File: src/rtl/cpu_pkg.sv
// Shared definitions for the accumulator CPU control path: opcode values,
// ALU operation encodings, sequencer state encoding and decode classes.
package cpu_pkg;

   localparam int unsigned OP_NOP = 0;
   localparam int unsigned OP_LDA = 1;
   localparam int unsigned OP_STA = 2;
   localparam int unsigned OP_ADD = 3;
   localparam int unsigned OP_SUB = 4;
   localparam int unsigned OP_JMP = 5;
   localparam int unsigned OP_JZ  = 6;
   localparam int unsigned OP_HLT = 7;

   localparam logic [1:0] ALU_PASS = 2'b00;
   localparam logic [1:0] ALU_ADD  = 2'b01;
   localparam logic [1:0] ALU_SUB  = 2'b10;

   localparam logic [2:0] S_IDLE    = 3'd0;
   localparam logic [2:0] S_FETCH   = 3'd1;
   localparam logic [2:0] S_DECODE  = 3'd2;
   localparam logic [2:0] S_EXEC_RD = 3'd3;
   localparam logic [2:0] S_EXEC_WR = 3'd4;
   localparam logic [2:0] S_HALT    = 3'd5;

   // What DECODE does next for a given opcode.
   typedef enum logic [2:0] {
      CLS_NEXT,
      CLS_READ,
      CLS_WRITE,
      CLS_JMP,
      CLS_JZ,
      CLS_HALT
   } op_class_t;

endpackage

File: src/rtl/opcode_decode.sv
// Combinational opcode decoder: maps an opcode to its next-state class,
// the ALU operation used on the accumulator load and an illegal flag.
module opcode_decode
   import cpu_pkg::*;
#(
   parameter int OPC_W = 4
) (
   input  logic [OPC_W-1:0] opcode,
   output op_class_t        op_class,
   output logic [1:0]       alu_op,
   output logic             illegal
);

   logic [31:0] op_ext;

   assign op_ext = 32'(opcode);

   always_comb begin
      op_class = CLS_NEXT;
      alu_op   = ALU_PASS;
      illegal  = 1'b0;
      case (op_ext)
         OP_NOP: op_class = CLS_NEXT;
         OP_LDA: op_class = CLS_READ;
         OP_STA: op_class = CLS_WRITE;
         OP_ADD: begin
            op_class = CLS_READ;
            alu_op   = ALU_ADD;
         end
         OP_SUB: begin
            op_class = CLS_READ;
            alu_op   = ALU_SUB;
         end
         OP_JMP: op_class = CLS_JMP;
         OP_JZ:  op_class = CLS_JZ;
         OP_HLT: op_class = CLS_HALT;
         // Undefined opcodes behave as NOP but are flagged.
         default: illegal = 1'b1;
      endcase
   end

endmodule

File: src/rtl/instr_sequencer.sv
// Instruction sequencer for a simple accumulator CPU: fetch/decode/execute
// control FSM with Moore/Mealy outputs decoded from state and inputs.
module instr_sequencer
   import cpu_pkg::*;
#(
   parameter int ADDR_W = 12,
   parameter int OPC_W  = 4
) (
   input  logic             clk,
   input  logic             REST,
   input  logic [OPC_W-1:0] OPCODE,
   input  logic             ACC_ZERO,
   input  logic             MEM_ACK,
   input  logic             RESUME,
   output logic             MEM_RD,
   output logic             MEM_WR,
   output logic             ADDR_SEL,
   output logic             IR_LOAD,
   output logic             PC_EN,
   output logic             PC_LOAD,
   output logic             AC_LOAD,
   output logic [1:0]       ALU_OP,
   output logic             HALTED,
   output logic             ILLEGAL
);

   // The address mux only chooses between PC and IR operand, so the
   // address width never reaches this block; reject a degenerate setting.
   if (ADDR_W < 1) begin : g_bad_addr_w
      logic [-1:0] addr_w_must_be_positive;
   end

   logic [2:0]       state;
   logic [2:0]       nxt;
   logic [OPC_W-1:0] op_q;
   logic [OPC_W-1:0] dec_in;
   op_class_t        dec_class;
   logic [1:0]       dec_alu;
   logic             dec_illegal;

   logic             rd, wr, asel, irl, pce, pcl, acl, hlt, ill;
   logic [1:0]       aop;

   // DECODE looks at the live IR opcode; EXEC_RD uses the copy latched there.
   assign dec_in = (state == S_DECODE) ? OPCODE : op_q;

   opcode_decode #(.OPC_W(OPC_W)) u_decode (
      .opcode   (dec_in),
      .op_class (dec_class),
      .alu_op   (dec_alu),
      .illegal  (dec_illegal)
   );

   always_ff @(posedge clk or posedge REST) begin
      if (REST) begin
         state <= S_IDLE;
         op_q  <= '0;
      end else begin
         state <= nxt;
         if (state == S_DECODE) op_q <= OPCODE;
      end
   end

   // Memory handshake: MEM_RD or MEM_WR (with ADDR_SEL) is a request that
   // stays unchanged until an edge where MEM_ACK is 1; that edge completes it.
   always_comb begin
      nxt  = state;
      rd   = 1'b0;
      wr   = 1'b0;
      asel = 1'b0;
      irl  = 1'b0;
      pce  = 1'b0;
      pcl  = 1'b0;
      acl  = 1'b0;
      aop  = ALU_PASS;
      hlt  = 1'b0;
      ill  = 1'b0;
      case (state)
         S_IDLE: nxt = S_FETCH;
         S_FETCH: begin
            rd = 1'b1;
            if (MEM_ACK) begin
               irl = 1'b1;
               pce = 1'b1;
               nxt = S_DECODE;
            end
         end
         S_DECODE: begin
            ill = dec_illegal;
            case (dec_class)
               CLS_READ:  nxt = S_EXEC_RD;
               CLS_WRITE: nxt = S_EXEC_WR;
               CLS_HALT:  nxt = S_HALT;
               CLS_JMP: begin
                  pcl = 1'b1;
                  nxt = S_FETCH;
               end
               CLS_JZ: begin
                  pcl = ACC_ZERO;
                  nxt = S_FETCH;
               end
               default: nxt = S_FETCH;
            endcase
         end
         S_EXEC_RD: begin
            rd   = 1'b1;
            asel = 1'b1;
            if (MEM_ACK) begin
               acl = 1'b1;
               aop = dec_alu;
               nxt = S_FETCH;
            end
         end
         S_EXEC_WR: begin
            wr   = 1'b1;
            asel = 1'b1;
            if (MEM_ACK) nxt = S_FETCH;
         end
         S_HALT: begin
            hlt = 1'b1;
            if (RESUME) nxt = S_FETCH;
         end
         default: nxt = S_IDLE;
      endcase
   end

   // Outputs are forced low for the whole time reset is held.
   assign MEM_RD   = rd   & ~REST;
   assign MEM_WR   = wr   & ~REST;
   assign ADDR_SEL = asel & ~REST;
   assign IR_LOAD  = irl  & ~REST;
   assign PC_EN    = pce  & ~REST;
   assign PC_LOAD  = pcl  & ~REST;
   assign AC_LOAD  = acl  & ~REST;
   assign ALU_OP   = aop  & {2{~REST}};
   assign HALTED   = hlt  & ~REST;
   assign ILLEGAL  = ill  & ~REST;

endmodule

File: config.mk
export PLATFORM = sky130hd
export DESIGN_NAME = instr_sequencer
export DESIGN_NICKNAME = d
export VERILOG_FILES = /design/src/rtl/cpu_pkg.sv /design/src/rtl/opcode_decode.sv /design/src/rtl/instr_sequencer.sv
export SDC_FILE = /design/constraint.sdc
export NUM_CORES = 1
export LEC_CHECK = 0
export BUFFER_PORTS_ARGS = -buffer_cell sky130_fd_sc_hd__buf_2
export CAP_MARGIN = 20
export CORE_AREA = 2 2 40 45
export CTS_BUF_LIST = sky130_fd_sc_hd__clkbuf_4
export DETAILED_ROUTE_END_ITERATION = 12
export DIE_AREA = 0 0 42 47
export PLACE_DENSITY = 0.68
export SYNTH_ARGS = -nofsm -noshare
export SYNTH_HDL_FRONTEND = slang
export SYNTH_SLANG_ARGS = --single-unit
File: constraint.sdc
create_clock -name clk -period 2.2 [get_ports clk]
set_clock_uncertainty 0.2 [all_clocks]
set_input_delay 0.22 -clock clk [delete_from_list [all_inputs] [get_ports clk]]
set_output_delay 0.22 -clock clk [all_outputs]
set_load 0.01 [all_outputs]
==> parameters.txt, run 1 <==
Parameter                              Value

Die
  Core box area ... 0.00152 mm^2
  Die Span X ... 42 um
  Initial core utilization ... 38.3%
  Die height ... 47 um
  I/O pins ... 20
  Total die area ... 0.00197 mm^2
  Placement row count ... 15

Yosys
  Biggest area contributors in the synthesized netlist ... sky130_fd_sc_hd__dfrtp_1 (30%), sky130_fd_sc_hd__nor3b_1 (7.7%), sky130_fd_sc_hd__mux2i_1 (6.9%)
  Number of storage elements in the synthesis netlist ... 7
  Summed instance area of the synthesized netlist ... 582 um^2
  Synth area leader ... sky130_fd_sc_hd__dfrtp_1
  Ys async rst share ... 100%
  Total of warnings raised by yosys ... 0
  Post-synth top area share ... 30.1%
  Commonest cells post-synth ... sky130_fd_sc_hd__dfrtp_1 (7), sky130_fd_sc_hd__nor3b_1 (6), sky130_fd_sc_hd__mux2i_1 (4)
  Top_reg_cell synth ... sky130_fd_sc_hd__dfrtp_1
  Post-synthesis sequential area ratio ... 30.1%
  Most frequently used cell type in the post-synthesis netlist ... sky130_fd_sc_hd__dfrtp_1
  Number of instances in the synthesized netlist ... 60
  Post-synth EDFFs ... 0
  Unique masters post-synth ... 33
  Mean post-synth cell area ... 9.70 um^2
  Synthesized net count ... 69

Timing
  Transition time at the pin with the least slew margin ... 0.316 ns
  Max-slew violation total from the final report ... 0
  Final setup margin ... 0.0647 ns
  Share of the clock period used by the worst path ... 97.1%
  RSZ-0062 raised after global routing ... true
  Final period demand of the worst path ... 2.14 ns
  Maximum clock frequency ... 468 MHz
  Worst-case headroom to the max-slew limit ... 78.3%
  Hold Violations, Final ... 0
  Count of final setup violators ... 0
  Setup TNS ... 0 ns
  Final-layout worst hold slack ... 0.0835 ns

Drt
  Number of violations reported at the end of detailed-routing iteration 0 ... 2
  Total number of vias ... 538
  Per-cell routed wire length ... 12.8 um
  Total routed wirelength ... 1300 um
  Average via count per standard cell ... 5.33
  Post-DRT Antenna Nets ... 0
  Detailed-router iteration count before antenna repair ... 4
  DRC violation count after routing ... 0

Hold path
  Hold Crit Class ... in2reg

Power and ir drop
  Static leakage power ... 0.000373 uW
  Worst IR drop on VDD ... 0.523 mV
  Logic gate share of total power ... 54.7%
  Net Sw Frac ... 36.6%
  Cell area power density ... 974 mW/mm^2
  Fraction of power consumed by the clock network ... 16.1%
  Total Power Consumption ... 768 uW
  Internal ... 487 uW
  Seq pwr share ... 29.2%
  Net switching power ... 281 uW

Placement
  Dpl ws ... 0.257 ns
  Port Buf Inserts ... 19
  HPWL after detailed placement ... 965 um
  Placed Area ... 703 um^2
  Routability congestion estimate from global placement ... 0.788

Global route
  First-pass GRT wire length ... 2070 um
  Aggregate global routing overflow ... 0
  GR Util All Layers ... 14.3%
  Maximum number of pins on one net before global-route repair ... 13
  Vias in the first global route ... 477
  Number of antenna violations at the first check in global routing ... 0

CTS
  # clock sinks ... 7
  Clk Tree Root Cell ... sky130_fd_sc_hd__clkbuf_4
  Clock-pin transition on the worst setup and hold timing paths ... 0.05 ns
  Skew-Pair Late Insertion Delay ... 0.25 ns
  Post-CTS Setup Repair Bufs ... 0
  CTS buffer count ... 3
  H-Tree Level Count ... 1
  Clock tree from TritonCTS ... yes
  Longest Clk Path Bufs ... 2

Setup path
  Critical path data arrival time ... 1.72 ns
  Required time reported for the critical path endpoint ... 1.78 ns
  Reg2Reg Setup Slack ... 0.59 ns
  Endpoint of the worst-slack reg-to-reg timing path ... state[1]
  Type of element capturing the critical path ... primary output
  Kind of start point of the critical path ... primary input
  Critical path endpoint ... ALU_OP[1]
  Worst setup path start ... REST
  Crit Path Class ... in2out
  Largest fanout of any net on the critical path ... 3
  Number of cell instances on the worst register-to-register path ... 4
  Startpoint of the most critical register-to-register path ... state[0]

Final layout
  Post-layout nets ... 94
  Fraction of final layout cells sized beyond drive strength 1 ... 45.2%
  Final cell area excluding filler cells ... 788 um^2
  Antenna diodes ... 0
  Area growth from synthesis to final layout ... 35.5%

Run
  Max-capacitance violation count ... 0

Status
  Outcome ... complete, no violations
==> sequential cells by signal, indices dropped and copies added (netlist names) <==
name and flops:
op_q 4, state 3
==> what timing repair did <==
item                                    in CTS  in global routing
endpoints found under the setup margin       1                  3
pin swaps                                    1                  3
resized for setup                            2                  6
hold buffers                                 1                  0
hold endpoints to repair                     7                  0
==> cell usage in the layout (no fill, tap or decap), types with 2 or more instances in the layout <==
cell / n
sky130_fd_sc_hd__mux2i_1: 4
sky130_fd_sc_hd__inv_1: 3
sky130_fd_sc_hd__nor3b_1: 5
sky130_fd_sc_hd__nor2b_1: 3
sky130_fd_sc_hd__and3_1: 2
sky130_fd_sc_hd__nor2_1: 2
sky130_fd_sc_hd__mux2_2: 2
sky130_fd_sc_hd__a21oi_1: 2
sky130_fd_sc_hd__clkbuf_4: 4
sky130_fd_sc_hd__buf_2: 19
sky130_fd_sc_hd__nand2_1: 2
sky130_fd_sc_hd__dfrtp_1: 7
sky130_fd_sc_hd__buf_4: 4
==> power groups by stage <==
stage                     Sequential [uW]  Clock (uW)  Combinational [uW]
after CTS                             220         130                 393
after detailed placement              220           0                 368
after floorplan                       213           0                 270
after global placement                218           0                 362
final                                 224         123                 420
after global routing                  230         141                 458
==> worst min path at each step <==
stage                         start  endpoint  cells after the start
after detailed placement       REST   op_q[1]                      2
after global placement         REST   op_q[1]                      2
after global routing      OPCODE[3]   op_q[3]                      2
final                     OPCODE[3]   op_q[3]                      2
after CTS                 OPCODE[3]   op_q[3]                      2
after floorplan                REST   op_q[0]                      1
==> layout make-up <==
class / instances / area, um^2
timing repair buffer: 25 / 146
tap: 17 / 21.3
clock buffer: 4 / 30.0
multi-input combinational: 45 / 404
fill: 136 / 732
inverter: 3 / 11.3
sequential: 7 / 175
==> cells by family after synthesis <==
| logic type | after synthesis | share of synthesized area, % |
|---|---|---|
| flip-flops | 7 | 30.1 |
| multiplexers | 7 | 12.7 |
| buffers and inverters | 8 | 7.53 |
| AND/OR/NAND/NOR | 25 | 32.0 |
| XOR/XNOR | 1 | 1.51 |
| AO/OA/AOI/OAI | 12 | 16.1 |
==> critical path: stages <==
cell	delay [ns]
sky130_fd_sc_hd__dlygate4sd3_1	0.53
sky130_fd_sc_hd__buf_2	0.14
sky130_fd_sc_hd__nor3b_2	0.21
sky130_fd_sc_hd__nand3_2	0.16
sky130_fd_sc_hd__a2111oi_4	0.28
sky130_fd_sc_hd__buf_2	0.18
==> layer usage <==
layer	GRT usage, %	up-vias	routed length, um
met5	0	-	0
met3	3.46	2	77
met4	9.68	0	9
met2	24.4	17	653
met1	16.5	250	554
li1	-	269	-
==> metrics by stage <==
step | cells | util (%)
5_1_grt | 101 | 51.9
6_report | 101 | 51.9
3_3_place_gp | 96 | 46.3
2_1_floorplan | 60 | -
4_1_cts | 101 | 50.0
3_5_place_dp | 96 | 46.3
(Power assumes the default switching activity.)
==> run 2, diff against run 1 <==
--- a/config.mk
+++ b/config.mk
@@ -11,7 +11,7 @@
 export CTS_BUF_LIST = sky130_fd_sc_hd__clkbuf_4
 export DETAILED_ROUTE_END_ITERATION = 12
 export DIE_AREA = 0 0 42 47
-export PLACE_DENSITY = 0.68
+export PLACE_DENSITY = 0.74
 export SYNTH_ARGS = -nofsm -noshare
 export SYNTH_HDL_FRONTEND = slang
 export SYNTH_SLANG_ARGS = --single-unit
==> run 2 against run 1 <==
  * The flow now finishes with violations (setup timing)
  * Design area is 3.5% higher
  * Sequential share of layout area is 0.75 points lower
  * Utilization is 1.8 points higher
  * Critical path depth stayed put
  * Die area stayed put
  * Clock power is 7% higher
==> parameters.txt, run 2 (synthesized netlist as in run 1, its figures left out) <==
Parameter                              Value

Final layout
  Number of filler cells placed in the layout ... 141 (was 136)
  Leading cell type in the layout, fill and taps excluded ... sky130_fd_sc_hd__buf_2 (unchanged)
  Final cell utilization of the core ... 53.7% (was 51.9%)
  Commonest cells after routing, fill and taps aside ... sky130_fd_sc_hd__buf_2 (19), sky130_fd_sc_hd__buf_4 (8), sky130_fd_sc_hd__dfrtp_1 (7), sky130_fd_sc_hd__nor3b_1 (5), sky130_fd_sc_hd__clkbuf_4 (4) (was sky130_fd_sc_hd__buf_2 (19), sky130_fd_sc_hd__dfrtp_1 (7), sky130_fd_sc_hd__nor3b_1 (5))
  Largest registers in the final layout ... op_q x4, state x3 (unchanged)
  Largest register by flop count ... op_q (unchanged)
  Antenna diodes ... 0 (unchanged)
  Post-layout nets ... 98 (was 94)
  Fraction of final layout cells sized beyond drive strength 1 ... 47.7% (was 45.2%)
  Number of flip-flops under the largest register name ... 4 (unchanged)
  Area growth from synthesis to final layout ... 40.2% (was 35.5%)

Die
  I/O pins ... 20 (unchanged)
  Initial core utilization ... 38.3% (unchanged)
  Core box area ... 0.00152 mm^2 (unchanged)
  Die Span X ... 42 um (unchanged)
  Placement row count ... 15 (unchanged)
  Total die area ... 0.00197 mm^2 (unchanged)
  Die height ... 47 um (unchanged)

Setup path
  Type of element capturing the critical path ... primary output (unchanged)
  Critical path data arrival time ... 1.81 ns (was 1.72 ns)
  Required time reported for the critical path endpoint ... 1.78 ns (about the same)
  Largest fanout of any net on the critical path ... 3 (unchanged)
  Number of cell instances on the worst register-to-register path ... 6 (was 4)
  Kind of start point of the critical path ... primary input (unchanged)
  Endpoint of the worst-slack reg-to-reg timing path ... state[0] (was state[1])
  Reg2Reg Setup Slack ... 0.53 ns (was 0.59 ns)
  Startpoint of the most critical register-to-register path ... state[0] (unchanged)
  Crit Path Class ... in2out (unchanged)

Timing
  Max-slew violation total from the final report ... 0 (unchanged)
  Maximum clock frequency ... 449 MHz (was 468 MHz)
  RSZ-0062 raised after global routing ... true (unchanged)
  Hold Violations, Final ... 0 (unchanged)
  Worst-case headroom to the max-slew limit ... 77.0% (was 78.3%)
  Count of final setup violators ... 1 (was 0)
  Final setup margin ... -0.0258 ns (was 0.0647 ns)
  Transition time at the pin with the least slew margin ... 0.345 ns (was 0.316 ns)
  Setup TNS ... -0.0258 ns (was 0 ns)
  Share of the clock period used by the worst path ... 101% (was 97.1%)
  Final period demand of the worst path ... 2.23 ns (was 2.14 ns)

Global route
  First-pass GRT wire length ... 2500 um (was 2070 um)
  GR Util All Layers ... 17.6% (was 14.3%)
  Maximum number of pins on one net before global-route repair ... 13 (unchanged)
  Vias in the first global route ... 546 (was 477)
  Number of antenna violations at the first check in global routing ... 0 (unchanged)
  Aggregate global routing overflow ... 0 (unchanged)

CTS
  Clk Tree Root Cell ... sky130_fd_sc_hd__clkbuf_4 (unchanged)
  Clock-pin transition on the worst setup and hold timing paths ... 0.05 ns (about the same)
  CTS buffer count ... 3 (unchanged)
  Clock tree from TritonCTS ... yes (unchanged)
  Skew-Pair Late Insertion Delay ... 0.25 ns (about the same)
  Longest Clk Path Bufs ... 2 (unchanged)
  # clock sinks ... 7 (unchanged)
  H-Tree Level Count ... 1 (unchanged)

Drt
  Per-cell routed wire length ... 15.6 um (was 12.8 um)
  Total number of vias ... 595 (was 538)
  Post-DRT Antenna Nets ... 0 (unchanged)
  Average via count per standard cell ... 5.67 (was 5.33)
  DRC violation count after routing ... 0 (unchanged)
  Total routed wirelength ... 1640 um (was 1300 um)
  Detailed-router iteration count before antenna repair ... 4 (unchanged)
  Number of violations reported at the end of detailed-routing iteration 0 ... 15 (was 2)

Hold path
  Hold-critical path depth ... 2 (unchanged)
  Origin of the worst min-delay path ... OPCODE[3] (unchanged)
  Hold Path End ... op_q[3] (unchanged)
  Hold Crit Class ... in2reg (unchanged)

Status
  Outcome ... complete, but fails checks (was complete, no violations)
  Failing checks ... setup timing

Placement
  Port Buf Inserts ... 19 (unchanged)
  Routability congestion estimate from global placement ... 0.796 (was 0.788)
  HPWL after detailed placement ... 1120 um (was 965 um)

Power and ir drop
  Total Power Consumption ... 834 uW (was 768 uW)
  Worst IR drop on VDD ... 0.501 mV (was 0.523 mV)
  Static leakage power ... 0.000393 uW (was 0.000373 uW)
  Cell area power density ... 1020 mW/mm^2 (was 974 mW/mm^2)

Run
  Max-capacitance violation count ... 0 (unchanged)
## run 2: cell count changes in the layout (fill, tap and decap cells not counted), sizes merged
cell	before	now
buf	24	28
## run 2: per-layer routing
| layer | track usage, % | vias to the layer above | wire length [um] |
|---|---|---|---|
| li1 | - | 282 | - |
| met1 | 19.9 | 280 | 637 |
| met2 | 31.6 | 29 | 859 |
| met3 | 2.31 | 4 | 104 |
| met4 | 12.3 | 0 | 38 |
| met5 | 0 | - | 0 |
## run 2: area by class of cell
type / count / area, um^2 / area share (%)
clock buffer: 4 / 30.0 / 3.68
inverter: 3 / 11.3 / 1.38
multi-input combinational: 45 / 402 / 49.2
sequential: 7 / 175 / 21.5
tap: 17 / 21.3 / 2.61
timing repair buffer: 29 / 176 / 21.6
## run 2: how the worst max path moves through the flow
stage                     startpoint        end  slack [ns]  cells past startpoint
after detailed placement    state[0]  ALU_OP[1]        0.15                      4
after global routing        state[0]  ALU_OP[1]       -0.08                      5
after floorplan             state[2]  ALU_OP[1]        0.20                      4
final                           REST  ALU_OP[1]       -0.03                      6
after global placement      state[0]  ALU_OP[1]        0.26                      4
after CTS                   state[2]  ALU_OP[1]       0.001                      5
## run 2: per-stage QoR
| step | cells | hold slack [ns] | instance area (um^2) | worst slack [ns] |
|---|---|---|---|---|
| detailed placement | 97 | 0.0226 | 711 | 0.151 |
| CTS | 103 | 0.0756 | 792 | 0.00145 |
| global placement | 97 | 0.0145 | 711 | 0.257 |
| global route | 105 | 0.0853 | 816 | -0.0785 |
| finish | 105 | 0.0816 | 816 | -0.0258 |
| floorplan | 60 | -0.161 | 582 | 0.204 |
## run 2: critical path, cell delays in order
cell	delay, ns
sky130_fd_sc_hd__dlygate4sd3_1	0.55
sky130_fd_sc_hd__buf_2	0.16
sky130_fd_sc_hd__nor3b_4	0.19
sky130_fd_sc_hd__nand3_2	0.16
sky130_fd_sc_hd__a2111oi_4	0.33
sky130_fd_sc_hd__buf_2	0.19
## run 2: what timing repair did
| item | 4_1_cts | 5_1_grt |
|---|---|---|
| hold buffers | 1 | 0 |
| hold endpoints to repair | 7 | 0 |
| buffers inserted | 1 | 2 |
| pin swaps | 3 | 3 |
| setup endpoints to repair | 1 | 2 |
| gates resized for setup | 6 | 2 |
## run 2: power breakdown
part	switching (uW)	internal [uW]	total, uW
Sequential	46.4	186	232
Clock	49.4	81.7	131
Combinational	223	248	471
==> run 3, diff against run 2 <==
--- a/config.mk
+++ b/config.mk
@@ -11,7 +11,7 @@
 export CTS_BUF_LIST = sky130_fd_sc_hd__clkbuf_4
 export DETAILED_ROUTE_END_ITERATION = 12
 export DIE_AREA = 0 0 42 47
-export PLACE_DENSITY = 0.74
+export PLACE_DENSITY = 0.76
 export SYNTH_ARGS = -nofsm -noshare
 export SYNTH_HDL_FRONTEND = slang
 export SYNTH_SLANG_ARGS = --single-unit
==> constraint.sdc (replaced) <==
create_clock -name clk -period 1.8 [get_ports clk]
set_clock_uncertainty 0.2 [all_clocks]
set_input_delay 0.18 -clock clk [delete_from_list [all_inputs] [get_ports clk]]
set_output_delay 0.18 -clock clk [all_outputs]
set_load 0.01 [all_outputs]
==> run 3 against run 2 <==
  * The flow still finishes with violations (setup timing)
  * Non-clock buffer count is 12 higher
  * Critical path depth is 2 lower
  * Utilization is 9.8 points higher
  * First-iteration DRC count stayed put
  * Combinational power is 49% higher
  * Hold slack worse by 0.011 ns
  * Wire length is 1.6% lower
  * Final cell count is 11% higher
  * Clock power is 21% higher
  * Via count is 4.5% higher
  * Sequential power is 20% higher
  * Power is 37% higher
==> parameters.txt, run 3 (synthesized netlist as in run 1, its figures left out) <==
Parameter                              Value

Status
  Outcome ... complete, but fails checks (unchanged)
  Failing checks ... setup timing (unchanged)

Final layout
  Area growth from synthesis to final layout ... 65.8% (was 40.2%)
  Post-layout nets ... 110 (was 98)
  Largest registers in the final layout ... op_q x4, state x3 (unchanged)
  Final cell area excluding filler cells ... 965 um^2 (was 816 um^2)
  Commonest cells after routing, fill and taps aside ... sky130_fd_sc_hd__buf_4 (17), sky130_fd_sc_hd__buf_2 (15), sky130_fd_sc_hd__buf_6 (8), sky130_fd_sc_hd__dfrtp_1 (7) (was sky130_fd_sc_hd__buf_2 (19), sky130_fd_sc_hd__buf_4 (8), sky130_fd_sc_hd__dfrtp_1 (7), sky130_fd_sc_hd__nor3b_1 (5), sky130_fd_sc_hd__clkbuf_4 (4))
  Largest register by flop count ... op_q (unchanged)
  Number of flip-flops under the largest register name ... 4 (unchanged)
  Fraction of final layout cells sized beyond drive strength 1 ... 59.0% (was 47.7%)
  Antenna diodes ... 0 (unchanged)
  Leading cell type in the layout, fill and taps excluded ... sky130_fd_sc_hd__buf_4 (was sky130_fd_sc_hd__buf_2)

Setup path
  Required time reported for the critical path endpoint ... 1.42 ns (was 1.78 ns)
  Critical path data arrival time ... 1.71 ns (was 1.81 ns)
  Kind of start point of the critical path ... flop (was primary input)
  Crit Path Class ... reg2out (was in2out)
  Largest fanout of any net on the critical path ... 6 (was 3)
  Type of element capturing the critical path ... primary output (unchanged)

CTS
  CTS buffer count ... 3 (unchanged)
  Clock-pin transition on the worst setup and hold timing paths ... 0.05 ns (about the same)
  Skew-Pair Late Insertion Delay ... 0.25 ns (about the same)
  Longest Clk Path Bufs ... 2 (unchanged)
  Clock tree from TritonCTS ... yes (unchanged)
  # clock sinks ... 7 (unchanged)
  H-Tree Level Count ... 1 (unchanged)
  Clk Tree Root Cell ... sky130_fd_sc_hd__clkbuf_4 (unchanged)

Timing
  Worst-case headroom to the max-slew limit ... 75.9% (was 77.0%)
  Maximum clock frequency ... 478 MHz
  Max-slew violation total from the final report ... 0 (unchanged)
  Transition time at the pin with the least slew margin ... 0.351 ns (was 0.345 ns)
  Final period demand of the worst path ... 2.09 ns
  Count of final setup violators ... 9 (was 1)
  Setup TNS ... -1.47 ns (was -0.0258 ns)
  Share of the clock period used by the worst path ... 116%
  Hold Violations, Final ... 0 (unchanged)
  RSZ-0062 raised after global routing ... true (unchanged)
  Final setup margin ... -0.293 ns (was -0.0258 ns)

Die
  Total die area ... 0.00197 mm^2 (unchanged)
  I/O pins ... 20 (unchanged)
  Die height ... 47 um (unchanged)
  Initial core utilization ... 38.3% (unchanged)
  Core box area ... 0.00152 mm^2 (unchanged)
  Die Span X ... 42 um (unchanged)
  Placement row count ... 15 (unchanged)

Run
  Max-capacitance violation count ... 0 (unchanged)

Drt
  DRC violation count after routing ... 0 (unchanged)
  Number of violations reported at the end of detailed-routing iteration 0 ... 15 (unchanged)
  Detailed-router iteration count before antenna repair ... 4 (unchanged)
  Average via count per standard cell ... 5.32 (was 5.67)
  Post-DRT Antenna Nets ... 0 (unchanged)
  Per-cell routed wire length ... 13.8 um (was 15.6 um)
  Total number of vias ... 622 (was 595)
  Total routed wirelength ... 1610 um (was 1640 um)

Hold path
  Hold Crit Class ... in2reg (unchanged)

Placement
  Placed Area ... 777 um^2 (was 711 um^2)
  Routability congestion estimate from global placement ... 0.822 (was 0.796)
  HPWL after detailed placement ... 1100 um (was 1120 um)
  Port Buf Inserts ... 19 (unchanged)

Global route
  Maximum number of pins on one net before global-route repair ... 11 (was 13)
  Vias in the first global route ... 557 (was 546)
  Number of antenna violations at the first check in global routing ... 0 (unchanged)
  First-pass GRT wire length ... 2450 um (was 2500 um)
  Aggregate global routing overflow ... 0 (unchanged)
  GR Util All Layers ... 16.8% (was 17.6%)

Power and ir drop
  Static leakage power ... 0.000456 uW (was 0.000393 uW)
  Worst IR drop on VDD ... 0.613 mV (was 0.501 mV)
  Cell area power density ... 1180 mW/mm^2 (was 1020 mW/mm^2)
## run 3: cell count changes in the layout (fill, tap and decap cells not counted), moves of 2 or more
cell / delta
sky130_fd_sc_hd__buf_6: +7
sky130_fd_sc_hd__and3_1: -2
sky130_fd_sc_hd__buf_4: +9
sky130_fd_sc_hd__inv_1: -2
sky130_fd_sc_hd__and3_4: +2
sky130_fd_sc_hd__inv_2: +2
sky130_fd_sc_hd__buf_2: -4
## run 3: layer usage
layer  vias to the layer above  track usage [%]  share of wire, %  wire (um)
li1                        302                -                 -          -
met1                       297             21.6                41        667
met2                        23             29.4                54        874
met3                         0             3.46               4.4         71
met4                         0             4.52                 0          0
met5                         -                0                 0          0
## run 3: area by class of cell
cell class                      instances  area, um^2
Tap cell                               17        21.3
Sequential cell                         7         175
Clock buffer                            4        30.0
Inverter                                3        11.3
Multi-Input combinational cell         45         424
Timing Repair Buffer                   41         303
Fill cell                             135         556
## run 3: through the flow
stage	hold WS [ns]	worst slack [ns]	power, uW	util (%)	cells
3_3_place_gp	-0.0835	-0.0278	796	51.1	103
2_1_floorplan	-0.201	0.00402	622	-	60
4_1_cts	0.0636	-0.285	1100	59.8	115
5_1_grt	0.0703	-0.376	1210	63.5	117
3_5_place_dp	-0.0792	-0.0474	817	51.1	103
6_report	0.0705	-0.293	1140	63.5	117
## run 3: timing repair
| action | in CTS | in global routing |
|---|---|---|
| resized for setup | 9 | 9 |
| endpoints found under the hold margin | 7 | 0 |
| endpoints found under the setup margin | 9 | 11 |
| cloned | 0 | 0 |
| hold buffers | 1 | 0 |
| buffers inserted | 7 | 2 |
| pin swaps | 6 | 2 |
## run 3: power breakdown
part / switching, uW / internal [uW]
combinational: 292 / 412
clock: 59.2 / 99.7
sequential: 52.3 / 227
total: 403 / 739
## run 3: critical path, cell delays in order (launching register included)
cell                        delay (ns)
sky130_fd_sc_hd__dfrtp_1          0.40
sky130_fd_sc_hd__nor3b_4          0.35
sky130_fd_sc_hd__mux2i_1          0.21
sky130_fd_sc_hd__a2111oi_4        0.33
sky130_fd_sc_hd__buf_2            0.18
## run 3: worst paths after layout
path	start	endpoint	slack [ns]	cells past startpoint
setup / recovery	state[0]	ALU_OP[1]	-0.29	4
hold / removal	OPCODE[3]	op_q[3]	0.07	2
setup reg to reg	state[0]	op_q[3]	0.04	5
hold reg to reg	op_q[0]	op_q[0]	0.35	1
max in group asynchronous	REST	op_q[0]	0.87	4
min in group asynchronous	REST	state[1]	0.24	3
